[src/rtl/v850_pkg.sv]
// Shared V850 instruction-length types, opcode constants and the length classifier.
package v850_pkg;

  typedef enum logic [1:0] {
    ILEN_NONE = 2'd0,
    ILEN_16   = 2'd1,
    ILEN_32   = 2'd2,
    ILEN_48   = 2'd3
  } ilen_t;

  localparam logic [5:0] OP6_MOV_IMM32 = 6'b110001;
  localparam logic [5:0] OP6_JR_D32    = 6'b010111;
  localparam logic [5:0] OP6_JMP_D32   = 6'b110111;

  function automatic ilen_t ilen_of(input logic [15:0] h0);
    if ((h0[15:11] == 5'b00000) &&
        ((h0[10:5] == OP6_MOV_IMM32) || (h0[10:5] == OP6_JR_D32) ||
         (h0[10:5] == OP6_JMP_D32)))
      return ILEN_48;
    else if (h0[10:9] == 2'b11)
      return ILEN_32;
    else
      return ILEN_16;
  endfunction

endpackage

[src/rtl/v850_ilen_decode.sv]
// Combinational instruction length classifier from the first halfword.
module v850_ilen_decode
  import v850_pkg::*;
(
  input  logic [15:0] h0,
  output ilen_t       len
);

  assign len = ilen_of(h0);

endmodule

[src/rtl/v850_fetch_align_queue.sv]
// Halfword prefetch queue that aligns variable-length V850 instructions for the decoder.
module v850_fetch_align_queue
  import v850_pkg::*;
#(
  parameter int unsigned FETCH_HW = 2,
  parameter int unsigned DEPTH_HW = 8,
  parameter logic [31:0] RESET_PC = 32'h0000_0000
) (
  input  logic                  clk,
  input  logic                  rst_n,
  input  logic                  flush,
  input  logic [31:0]           flush_pc,
  input  logic                  fetch_valid,
  output logic                  fetch_ready,
  input  logic [16*FETCH_HW-1:0] fetch_data,
  output logic                  dec_valid,
  input  logic                  dec_ready,
  output logic [47:0]           dec_instr,
  output logic [1:0]            dec_len,
  output logic [31:0]           dec_pc
);

  localparam int unsigned AW  = $clog2(DEPTH_HW);
  localparam int unsigned CW  = $clog2(DEPTH_HW + 1);
  localparam int unsigned SKW = (FETCH_HW > 1) ? $clog2(FETCH_HW) : 1;

  logic [15:0]    mem     [DEPTH_HW];
  logic           wr_en   [DEPTH_HW];
  logic [15:0]    wr_data [DEPTH_HW];

  logic [AW-1:0]  head;
  logic [CW-1:0]  count;
  logic [SKW-1:0] skip;
  logic [31:0]    pc;

  logic [AW-1:0]  tail;
  logic [15:0]    h0, h1, h2;
  ilen_t          head_len;
  logic [CW-1:0]  len_hw;
  logic [CW-1:0]  push_n;
  logic           push, pop;
  logic [SKW-1:0] flush_skip;
  logic [CW-1:0]  count_next;

  assign tail = head + AW'(count);
  assign h0   = mem[head];
  assign h1   = mem[head + AW'(1)];
  assign h2   = mem[head + AW'(2)];

  v850_ilen_decode u_ilen_decode (
    .h0  (h0),
    .len (head_len)
  );

  assign len_hw = {{(CW-2){1'b0}}, head_len};

  // count guard keeps the head classification of unwritten storage out of dec_valid
  assign dec_valid   = (count != '0) && (count >= len_hw);
  assign fetch_ready = (count <= CW'(DEPTH_HW - FETCH_HW));

  assign dec_len   = dec_valid ? head_len : ILEN_NONE;
  assign dec_instr = {(dec_len == ILEN_48) ? h2 : 16'h0000,
                      ((dec_len == ILEN_32) || (dec_len == ILEN_48)) ? h1 : 16'h0000,
                      dec_valid ? h0 : 16'h0000};
  assign dec_pc    = pc;

  assign push   = fetch_valid && fetch_ready && !flush;
  assign pop    = dec_valid && dec_ready && !flush;
  assign push_n = CW'(FETCH_HW) - CW'(skip);

  assign flush_skip = SKW'((flush_pc >> 1) & 32'(FETCH_HW - 1));
  assign count_next = count + (push ? push_n : '0) - (pop ? len_hw : '0);

  // Beat halfwords at index >= skip land contiguously from the tail.
  always_comb begin
    for (int unsigned i = 0; i < DEPTH_HW; i++) begin
      wr_en[i]   = 1'b0;
      wr_data[i] = '0;
    end
    if (push) begin
      for (int unsigned k = 0; k < FETCH_HW; k++) begin
        if (k >= 32'(skip)) begin
          wr_en[tail + AW'(k) - AW'(skip)]   = 1'b1;
          wr_data[tail + AW'(k) - AW'(skip)] = fetch_data[16*k +: 16];
        end
      end
    end
  end

  always_ff @(posedge clk) begin
    for (int unsigned i = 0; i < DEPTH_HW; i++) begin
      if (wr_en[i]) mem[i] <= wr_data[i];
    end
  end

  always_ff @(posedge clk or negedge rst_n) begin
    if (!rst_n) begin
      head  <= '0;
      count <= '0;
      skip  <= '0;
      pc    <= RESET_PC;
    end else if (flush) begin
      count <= '0;
      skip  <= flush_skip;
      pc    <= {flush_pc[31:1], 1'b0};
    end else begin
      count <= count_next;
      if (push) skip <= '0;
      if (pop) begin
        head <= head + AW'(len_hw);
        pc   <= pc + 32'(len_hw) + 32'(len_hw);
      end
    end
  end

endmodule

[config.mk]
export PLATFORM = sky130hd
export DESIGN_NAME = v850_fetch_align_queue
export DESIGN_NICKNAME = d
export VERILOG_FILES = /design/src/rtl/v850_pkg.sv /design/src/rtl/v850_ilen_decode.sv /design/src/rtl/v850_fetch_align_queue.sv
export SDC_FILE = /design/constraint.sdc
export NUM_CORES = 1
export LEC_CHECK = 0
export CAP_MARGIN = 20
export CORE_MARGIN = 2
export CORE_UTILIZATION = 35
export CTS_CLUSTER_DIAMETER = 50
export DETAILED_ROUTE_END_ITERATION = 12
export MAX_ROUTING_LAYER = met4
export PLACE_DENSITY = 0.54
export SLEW_MARGIN = 20
export SYNTH_ARGS = -nofsm -noshare
export SYNTH_HDL_FRONTEND = slang
export SYNTH_SLANG_ARGS = --single-unit
[constraint.sdc]
create_clock -name clk -period 11.27 [get_ports clk]
set_clock_uncertainty 0.15 [all_clocks]
set_input_delay 2.254 -clock clk [delete_from_list [all_inputs] [get_ports clk]]
set_output_delay 2.254 -clock clk [all_outputs]
set_load 0.02 [all_outputs]
==> summary.md, run 1 <==
| Metric | Value |
|---|---|
| Post-route ant nets | `0` |
| Max-slew violation count | `0` |
| Critical Path AT | `6.07 ns` |
| Max Cap Viol | `0` |
| CTS clock-pin slew for the worst setup and hold paths | `0.07 ns` |
| Slew HR | `0.2383` |
| DRC | `0` |
| Outcome | `finished clean` |
| Setup CP Type | `flop to primary output` |
| PwrDens | `328.9 nW/um^2` |
| Switching Share | `0.5093` |
| M3 GR Usage | `0.04353` |
| Distinct cells, synth | `62` |
| Final setup margin | `2.800 ns` |
| CTS tree | `yes` |
| Net Sw Power | `2.378 mW` |
| Flop2flop setup slack | `about 5 ns` |
| Hold Path Class | `flop to flop` |
| Core box area | `33280 sq um` |
| Syn-to-layout area delta | `20.67%` |
| #FFs+latches synth | `around 170` |
| Pleak | `just over 5 nW` |
| CP startpoint kind | `flop` |
| Global-route track usage on met1 | `0.3103` |
| Fin crit share | `0.7516` |
| Die width | `187.3 um` |
| CTS buffer count | `17` |
| First DRT Iteration DRCs | `slightly below 1000` |
| Setup Fix Bufs, Post-CTS | `0` |
| Critical path's largest stage delay | `just under 1 ns` |
| Comb power frac | `0.655` |
| Pre-CTS setup slack | `3.204 ns` |
| Critical path's slowest cell | `dfrtp_4` |
| Most used cell, CP | `buf_4` |
| Layout Nets | `1308` |
| Fin util | `0.4264` |
| Most Used Layer, Global Route | `met2` |
| Worst-margin pin slew | `1.139 ns` |
| Internal | `2.291 mW` |
| Post-route cell area | `roughly 14000 sq um` |
| Final Hold Viols | `0` |
| RSZ-0062 raised after global routing | `no` |
| Register area share after synthesis | `0.4098` |
| Die Ht | `about 190 um` |
| Setup violators final | `0` |
| Maximum clock rate | `118.1 MHz` |
| Total global-route track usage | `0.2403` |
| Post-synth net total | `1219` |
| Inst Count DP | `1645` |
| CTS Hold Bufs | `0` |
| Seq pwr share | `0.217` |
| Post-cts sizing count | `0` |
| Sinks on Clock Net | `about 170` |
| Final min period | `8.470 ns` |
| Bufs on Longest Clock Path | `2` |
| Die area | `35090 sq um` |
| Post-Synthesis Cell Area | `11760 sq um` |
| Initial Util | `0.3534` |
| Fin cells | `between 1500 and 2000` |
| Pin count of the biggest net entering global routing | `51` |
| Ordered cell list for the critical path | `buf_4 > mux4_1 > mux2_2 > nor4_2 > a31o_2 > inv_4 > ha_1 > a21boi_0 > o21ai_1 > buf_4 > nand2_2 > buf_4 > nor3_1 > clkdlybuf4s50_1` |
| Met2 usage | `0.3830` |
| Io pins | `roughly 150` |
| Drt first pass iters | `6` |
| Layout cells sized above 1 | `0.1660` |
| Gpl congestion | `0.8431` |
| PortBufs | `150` |
| Peak VDD IR | `roughly 0.24 mV` |
| Clock Latency Late Sink | `between 0.4 and 0.5 ns` |
| Mean routed wirelength per cell | `24.38 um` |
| Post-synth EDFFs | `128` |
| Endpoint class of the critical path | `primary output` |
| H-tree levels | `4` |
| Total negative slack | `0 ns` |
| Synth Area per Inst | `10.44 sq um` |
| Asr flop ratio synth | `0.2335` |
| Clock Tree Root | `clkbuf_16` |
| Via density | `a little under 6` |
| Yosys warns | `0` |
| Detail Placement HPWL | `26170 um` |
| Row Count | `67` |
| Worst Path Buf+Inv | `5` |
| Clock Power Share | `0.128` |
| Worst-path fanout max | `50` |
| Req. time, crit path | `8.87 ns` |
| Global route overflow | `0` |
| Vias in the first global route | `9594` |
| Top delay family on crit path | `buffers and inverters` |
| Initial antenna violation count | `3` |
| Total Wirelength | `just over 40000 um` |
| Mapped Cells | `roughly 1100` |
| Routed vias | `9747` |
| Global-route wire length before repair | `a little over 60000 um` |
| Area after DPL | `13580 sq um` |
| Ys flop type | `edfxtp_1` |
==> cell usage after synthesis, types with 2 or more instances <==
cell type,instances,share of area
mux4_2,93,0.18
inv_1,27,0.0086
nand3_1,15,0.0064
dfrtp_1,39,0.083
a21oi_1,107,0.046
ha_1,18,0.019
clkbuf_2,11,0.0047
nor3_1,20,0.0085
nor2_1,76,0.024
and2_1,2,0.0011
mux2i_1,56,0.048
nor3_2,17,0.014
o21a_1,2,0.0013
nor2b_1,5,0.0027
o21ai_0,22,0.0094
a31oi_1,17,0.0090
o31ai_1,8,0.0051
mux2_2,4,0.0038
edfxtp_1,128,0.33
a21boi_0,2,0.0013
nand2b_1,3,0.0016
o21ai_1,3,0.0013
and3_1,7,0.0037
buf_6,2,0.0019
buf_4,5,0.0032
nand2_1,246,0.079
and4_1,3,0.0022
nand4_1,10,0.0053
a22oi_1,18,0.011
buf_1,17,0.0054
fa_1,5,0.0085
o21ai_2,5,0.0037
or3_1,9,0.0048
xnor2_1,6,0.0045
or4_1,8,0.0051
or3b_2,2,0.0015
xor2_1,11,0.0082
clkbuf_1,51,0.016
nor4_1,6,0.0032
buf_2,19,0.0081
==> per-stage QoR <==
stage          power (mW)  hold WS (ns)
2_1_floorplan       2.956        0.4297
3_3_place_gp        4.007        0.4265
3_5_place_dp        4.057        0.4403
4_1_cts             4.656        0.4521
5_1_grt             4.902        0.4776
6_report            4.668        0.4432
==> placed cells by master, fill, tap and decap left out, types with 10 or more instances in the layout <==
cell	n
nand2_1	245
clkdlybuf4s50_1	149
edfxtp_1	128
a21oi_1	107
mux4_2	93
nor2_1	71
mux2i_1	56
dfrtp_1	36
inv_1	27
buf_4	26
o21ai_0	22
nor3_1	20
a22oi_1	18
a31oi_1	17
ha_1	17
clkbuf_16	17
nor3_2	15
nand3_1	13
xor2_1	10
nand4_1	10
==> sequential cells by signal, indices dropped and copies added (netlist names) <==
register	count
mem	128
head	3
skip	1
dec_pc	31
count	4
==> final timing paths <==
path / start / endpoint / cells after the start
worst max register to register: head[0] / count[1] / 16
min in group asynchronous: rst_n / dec_pc[15] / 1
worst max-delay path: head[0] / dec_instr[38] / 14
worst min register to register: dec_pc[29] / dec_pc[29] / 2
max in group asynchronous: rst_n / head[0] / 1
worst min-delay path: dec_pc[29] / dec_pc[29] / 2
==> per-layer routing <==
metal / vias to the layer above / routed length [um]
met5: - / 0
li1: 4334 / -
met3: 96 / 3708
met4: 0 / 1308
met1: 4822 / 16430
met2: 495 / 19520
==> power by group through the flow <==
stage	sequential, mW	clock [mW]	combinational [mW]
6_report	1.01	0.597	3.06
5_1_grt	1.03	0.626	3.24
4_1_cts	1.01	0.602	3.04
3_5_place_dp	1.02	0	3.03
3_3_place_gp	1.02	0	2.99
2_1_floorplan	0.925	0	2.03
==> worst reg2reg max path, delay by kind of cell (launching register included) <==
kind,cells,cell delay [ns]
AND/OR/NAND/NOR,4,1.31
flip-flops,1,0.97
multiplexers,2,0.93
buffers and inverters,3,0.80
AO/OA/AOI/OAI,3,0.84
adder cells (fa/ha/maj),4,1.16
==> kinds of logic after synthesis <==
kind of cell	Yosys count	share of synthesized area
DFF	167	0.4098
xor gates and xnor gates	19	0.01596
adders and majority gates	23	0.02766
and+or+nand+nor	435	0.1684
muxes	154	0.2318
other	1	0.0003188
buffers and inverters	135	0.05074
AOI/OAI and AO/OA	193	0.09532
==> area by class of cell <==
| type | count | area (sq um) |
|---|---|---|
| repair buffers | 176 | 1692 |
| clock buffers | 17 | 425.4 |
| flip-flops and latches | 167 | 4826 |
| fillers | 3138 | 19090 |
| multi-input cells | 825 | 6396 |
| clock inverters | 15 | 173.9 |
| well taps | 448 | 560.5 |
| inverters | 29 | 111.4 |
| diodes | 3 | 7.507 |
No activity file was read; power rests on OpenSTA's default activity.
==> run 2: changes to the inputs <==
- clock period: 11.27 -> 8.65 ns (I/O delays scaled with it)
==> run 2 against run 1 <==
Count of clock-buffer cells in the layout unchanged. Worst hold slack improved by 0.0014 ns. Sequential cell count stayed put. Final area about the same. Register-to-register slack worse by 2.2 ns. Largest cell class unchanged.
==> summary.md, run 2 (synthesized netlist as in run 1, its figures left out) <==
| Metric | Value |
|---|---|
| Layout Nets | `1305 (-0.23%)` |
| Initial Util | `0.3534 (unchanged)` |
| PwrDens | `422.6 nW/um^2 (+28%)` |
| Maximum clock rate | `132.3 MHz` |
| Critical Path AT | `5.68 ns (-0.39 ns)` |
| Die area | `35090 sq um (unchanged)` |
| CTS Hold Bufs | `0 (unchanged)` |
| Cells on Worst Hold Path | `2 (unchanged)` |
| Total Wirelength | `39690 um (-3.1%)` |
| Core box area | `33280 sq um (unchanged)` |
| Req. time, crit path | `6.77 ns (-2.10 ns)` |
| Max Cap Viol | `0 (unchanged)` |
| Clock Latency Late Sink | `0.45 ns (about the same)` |
| Ordered cell list for the critical path | `buf_4 > mux4_2 > mux2i_1 > and4_1 > a31o_2 > inv_4 > ha_1 > a21boi_0 > o21ai_1 > buf_4 > nand2_2 > buf_4 > nor3_1 > clkdlybuf4s50_1` |
| Critical path's slowest cell | `dfrtp_4` |
| Critical Path Stages | `14 (unchanged)` |
| H-tree levels | `4 (unchanged)` |
| Pleak | `5.015 nW (-0.22%)` |
| Initial antenna violation count | `2 (-1)` |
| RSZ-0062 raised after global routing | `no` |
| Via density | `5.814 (+0.21%)` |
| Final Hold Viols | `0 (unchanged)` |
| Hold_ws | `0.4445 ns (+0.001358 ns)` |
| Setup violators final | `0 (unchanged)` |
| Critical path's largest stage delay | `0.98 ns (about the same)` |
| Post-cts sizing count | `0 (unchanged)` |
| Detail Placement HPWL | `26080 um (-0.33%)` |
| Worst-margin pin slew | `1.101 ns (-0.03835 ns)` |
| CP startpoint kind | `flop` |
| Power Total | `5.994 mW (+28%)` |
| Commonest non-fill, non-tap cells in the layout | `nand2_1 (245), clkdlybuf4s50_1 (149), edfxtp_1 (128), a21oi_1 (107), mux4_2 (93)` |
| Endpoint class of the critical path | `primary output` |
| Hold Path Class | `flop to flop` |
| Worst-path fanout max | `54 (+8.0%)` |
| Commonest non-fill, non-tap cell in the layout | `nand2_1` |
| R2r worst-path depth | `18 (+2)` |
| Layout cells sized above 1 | `0.1631 (-0.002856)` |
| Top delay family on crit path | `buffers and inverters` |
| Total global-route track usage | `0.2368 (-0.003484)` |
| Pin count of the biggest net entering global routing | `55 (+7.8%)` |
| Most used cell, CP | `buf_4` |
| Peak VDD IR | `0.3711 mV (+52%)` |
| Row Count | `67 (unchanged)` |
| Setup Fix Bufs, Post-CTS | `0 (unchanged)` |
| Fin cells | `1677 (-0.18%)` |
| Global route overflow | `0 (unchanged)` |
| Max reg flops | `128 (unchanged)` |
| Bufs on Longest Clock Path | `2 (unchanged)` |
| Fin util | `0.4262 (about the same)` |
| Routed vias | `9750 (+0.031%)` |
| Die Ht | `187.3 um (unchanged)` |
| Clock Tree Root | `clkbuf_16` |
| Worst Path Buf+Inv | `5 (unchanged)` |
| CTS buffer count | `17 (unchanged)` |
| Global-route wire length before repair | `60910 um (-0.54%)` |
| CTS clock-pin slew for the worst setup and hold paths | `0.07 ns (about the same)` |
| Final min period | `7.556 ns` |
| Setup CP Type | `flop to primary output` |
| Mean routed wirelength per cell | `23.67 um (-2.9%)` |
| DRC | `0 (unchanged)` |
| PortBufs | `150 (unchanged)` |
| Sinks on Clock Net | `167 (unchanged)` |
| Top reg by flops | `mem` |
| Outcome | `finished clean` |
| Io pins | `153 (unchanged)` |
| Post-route ant nets | `0 (unchanged)` |
| First DRT Iteration DRCs | `966 (-2.3%)` |
| Drt first pass iters | `7 (+1)` |
| Slew HR | `0.2655 (+0.02724)` |
| Max-slew violation count | `0 (unchanged)` |
| Die width | `187.3 um (unchanged)` |
| Total negative slack | `0 ns (unchanged)` |
| Gpl congestion | `0.8268 (-1.9%)` |
| Vias in the first global route | `9530 (-0.67%)` |
| CTS tree | `yes` |
| Fin crit share | `0.8735` |
| Inst Count DP | `1642 (-0.18%)` |
| Syn-to-layout area delta | `20.60% (about the same)` |
run 2: area by class of cell:
cell class,count,area [sq um]
well taps,448,560.5
repair buffers,173,1669
clock buffers,17,425.4
multi-input cells,825,6406
diodes,3,7.507
clock inverters,15,175.2
fillers,3150,19100
flip-flops and latches,167,4828
inverters,29,111.4
run 2: final timing paths:
| path | startpoint | end | slack, ns |
|---|---|---|---|
| max in group asynchronous | rst_n | head[1] | 6.37 |
| min | dec_pc[29] | dec_pc[29] | 0.44 |
| min reg2reg | dec_pc[29] | dec_pc[29] | 0.44 |
| max reg2reg | head[0] | count[3] | 2.80 |
| min in group asynchronous | rst_n | dec_pc[14] | 1.28 |
| max | head[0] | dec_instr[38] | 1.09 |
run 2: report_power, final:
group	switching [mW]	internal (mW)	total (mW)
Clock	0.386	0.392	0.777
Combinational	2.39	1.48	3.87
Sequential	0.247	1.10	1.34
run 2: worst reg2reg max path, stage by stage (launching register included):
cell,delay (ns)
dfrtp_4,0.98
buf_4,0.42
mux4_2,0.53
mux2i_1,0.18
and4_1,0.31
a31o_2,0.34
inv_4,0.19
ha_1,0.33
nand2_1,0.06
o21a_1,0.20
nor4_1,0.73
a21boi_0,0.26
ha_1,0.17
inv_1,0.07
ha_1,0.28
a21o_1,0.16
a21oi_1,0.18
xnor2_1,0.14
nor2_1,0.05
run 2: layer usage:
metal	track usage	wire (um)	up-vias
li1	-	-	4333
met1	0.3091	16340	4865
met2	0.3778	19110	487
met3	0.04371	3290	65
met4	0.06838	942	0
met5	-	0	-
run 2: stage by stage:
| stage | instance area (sq um) | setup slack, ns |
|---|---|---|
| floorplan | 11760 | 2.807 |
| global placement | 13550 | 1.525 |
| detailed placement | 13560 | 1.490 |
| CTS | 14160 | 1.022 |
| global route | 14180 | 0.6200 |
| finish | 14180 | 1.094 |
==> run 3: changes to the inputs <==
- GPL_TIMING_DRIVEN: not set -> 0
==> run 3 against run 2 <==
Final area shrank 0.60%. Maximum frequency shrank 8.9%. Via count grew 5.2%. Die area is the same. Power grew 1.4%. Non-clock buffer count grew 53. Setup slack lost 0.73 ns. Sequential share of layout area grew 0.14 points. Cell count grew 3.0%. Critical path type unchanged. Largest cell class unchanged.
==> summary.md, run 3 (synthesized netlist as in run 1, its figures left out) <==
| Metric | Value |
|---|---|
| Fill count | `3258 (+3.4%)` |
| Commonest non-fill, non-tap cells in the layout | `nand2_1 (246), edfxtp_1 (128), clkdlybuf4s50_1 (117), a21oi_1 (107), mux4_2 (93)` |
| Final Hold Viols | `0 (unchanged)` |
| Total global-route track usage | `0.2628 (+0.02603)` |
| Peak VDD IR | `0.2542 mV (-31%)` |
| Critical path's largest stage delay | `0.71 ns (-0.27 ns)` |
| CTS tree | `yes` |
| Mean routed wirelength per cell | `25.87 um (+9.3%)` |
| DRC | `0 (unchanged)` |
| Setup CP Type | `flop to primary output` |
| Layout Nets | `1358 (+4.1%)` |
| Initial Util | `0.3534 (unchanged)` |
| Post-route ant nets | `0 (unchanged)` |
| Routed vias | `10250 (+5.2%)` |
| H-tree levels | `4 (unchanged)` |
| Clock Tree Root | `clkbuf_16` |
| Max reg flops | `128 (unchanged)` |
| Layout cells sized above 1 | `0.1579 (-0.005196)` |
| Inst Count DP | `1695 (+3.2%)` |
| Max-slew violation count | `0 (unchanged)` |
| CTS Hold Bufs | `0 (unchanged)` |
| R2r worst-path depth | `21 (+3)` |
| Endpoint class of the critical path | `primary output` |
| Via density | `5.934 (+2.1%)` |
| Fin crit share | `0.9584 (+0.08485)` |
| Worst Path Buf+Inv | `6 (+1)` |
| Worst-path fanout max | `10 (-81%)` |
| Gpl congestion | `0.9607 (+16%)` |
| Vias in the first global route | `10030 (+5.2%)` |
| RSZ-0062 raised after global routing | `no` |
| Hold EP | `dec_pc[17]` |
| First DRT Iteration DRCs | `1050 (+8.7%)` |
| Area after DPL | `13520 sq um (-0.26%)` |
| Min-delay src | `dec_pc[17]` |
| Row Count | `67 (unchanged)` |
| Total negative slack | `0 ns (unchanged)` |
| Critical path's slowest cell | `clkdlybuf4s50_1` |
| Launch point of the worst path | `head[0]` |
| Commonest non-fill, non-tap cell in the layout | `nand2_1` |
| Pleak | `5.009 nW (-0.12%)` |
| Top reg by flops | `mem` |
| Initial antenna violation count | `1 (-1)` |
| Flop2flop setup slack | `2.44 ns (-0.36 ns)` |
| Total Wirelength | `44700 um (+13%)` |
| Critical Path AT | `6.41 ns (+0.73 ns)` |
| Die width | `187.3 um (unchanged)` |
| Bufs on Longest Clock Path | `2 (unchanged)` |
| Req. time, crit path | `6.77 ns (about the same)` |
| Post-route cell area | `14100 sq um (-0.60%)` |
| Reg-to-reg critical path endpoint | `count[3]` |
| CP startpoint kind | `flop` |
| Global-route wire length before repair | `65660 um (+7.8%)` |
| Global route overflow | `0 (unchanged)` |
| Fin util | `0.4236 (-0.002556)` |
| CTS buffer count | `17 (unchanged)` |
| Pin count of the biggest net entering global routing | `27 (-51%)` |
| FF-to-FF Start | `head[0]` |
| Drt first pass iters | `6 (-1)` |
| Hold Path Class | `flop to flop` |
| Sinks on Clock Net | `167 (unchanged)` |
| Ordered cell list for the critical path | `buf_6 > buf_4 > mux4_2 > mux2i_1 > nor2_1 > o211ai_4 > buf_6 > nand2_1 > ha_1 > nor2b_1 > o21ai_1 > clkbuf_1 > nand2_1 > clkbuf_1 > nor3_1 > clkdlybuf4s50_1` |
| CTS clock-pin slew for the worst setup and hold paths | `0.08 ns (about the same)` |
| Cells on Worst Hold Path | `2 (unchanged)` |
| PwrDens | `431.2 nW/um^2 (+2.0%)` |
| Final min period | `8.290 ns (+0.7340 ns)` |
| Detail Placement HPWL | `32110 um (+23%)` |
| PortBufs | `118 (-21%)` |
| Top delay family on crit path | `buffers and inverters` |
| Syn-to-layout area delta | `19.87%` |
| Die area | `35090 sq um (unchanged)` |
| Power Total | `6.079 mW (+1.4%)` |
| Slew HR | `0.2560 (-0.009514)` |
| Max Cap Viol | `0 (unchanged)` |
| Clock Latency Late Sink | `0.45 ns (about the same)` |
| Die Ht | `187.3 um (unchanged)` |
| Setup violators final | `0 (unchanged)` |
| Io pins | `153 (unchanged)` |
| Core box area | `33280 sq um (unchanged)` |
| Outcome | `finished clean` |
| Worst-margin pin slew | `1.116 ns (+0.01546 ns)` |
| Maximum clock rate | `120.6 MHz (-8.9%)` |
| Fin cells | `1728 (+3.0%)` |
## run 3: where the power goes
part           total [mW]  internal [mW]  switching, mW  leakage [nW]
Combinational        4.07           1.49           2.58          3.08
Sequential           1.25           1.10          0.155          1.66
Clock               0.763          0.403          0.360         0.270
## run 3: worst max path at each step
stage / end / slack [ns] / cells after the start
2_1_floorplan: dec_instr[16] / 2.81 / 15
3_3_place_gp: dec_instr[32] / 0.74 / 16
3_5_place_dp: dec_instr[32] / 0.73 / 16
4_1_cts: dec_instr[32] / 0.23 / 16
5_1_grt: dec_instr[47] / 0.04 / 16
6_report: dec_instr[47] / 0.36 / 16
## run 3: through the flow
stage               hold slack (ns)  worst slack [ns]
finish                       0.4464            0.3599
global route                 0.4667           0.03611
CTS                          0.4536            0.2275
detailed placement           0.4429            0.7272
global placement             0.4312            0.7369
floorplan                    0.4297             2.807
## run 3: metal layers
layer  global-route usage  routed length [um]
met2               0.4162               21060
met3              0.05122                4646
met1               0.3373               17470
met5                    -                   0
met4              0.09219                1524
## run 3: layout make-up
| cell class | count | area, sq um | share of cell area |
|---|---|---|---|
| Antenna cell | 1 | 2.502 | 0.0001775 |
| Sequential cell | 167 | 4820 | 0.3419 |
| Buffer | 106 | 486.7 | 0.03452 |
| Inverter | 29 | 111.4 | 0.007898 |
| Clock buffer | 20 | 436.7 | 0.03097 |
| Multi-Input combinational cell | 825 | 6359 | 0.4510 |
| Tap cell | 448 | 560.5 | 0.03976 |
| Clock inverter | 12 | 121.4 | 0.008608 |
| Timing Repair Buffer | 120 | 1201 | 0.08520 |
## run 3: repair_timing
action,CTS,global route
setup buffers,0,0
endpoints found under the setup margin,0,4
gates resized for setup,0,2
## run 3: worst min-delay path, delay by kind of cell, from the launching register on
kind,cells,cell delay (ns)
DFF,1,0.41
AOI/OAI and AO/OA,2,0.15
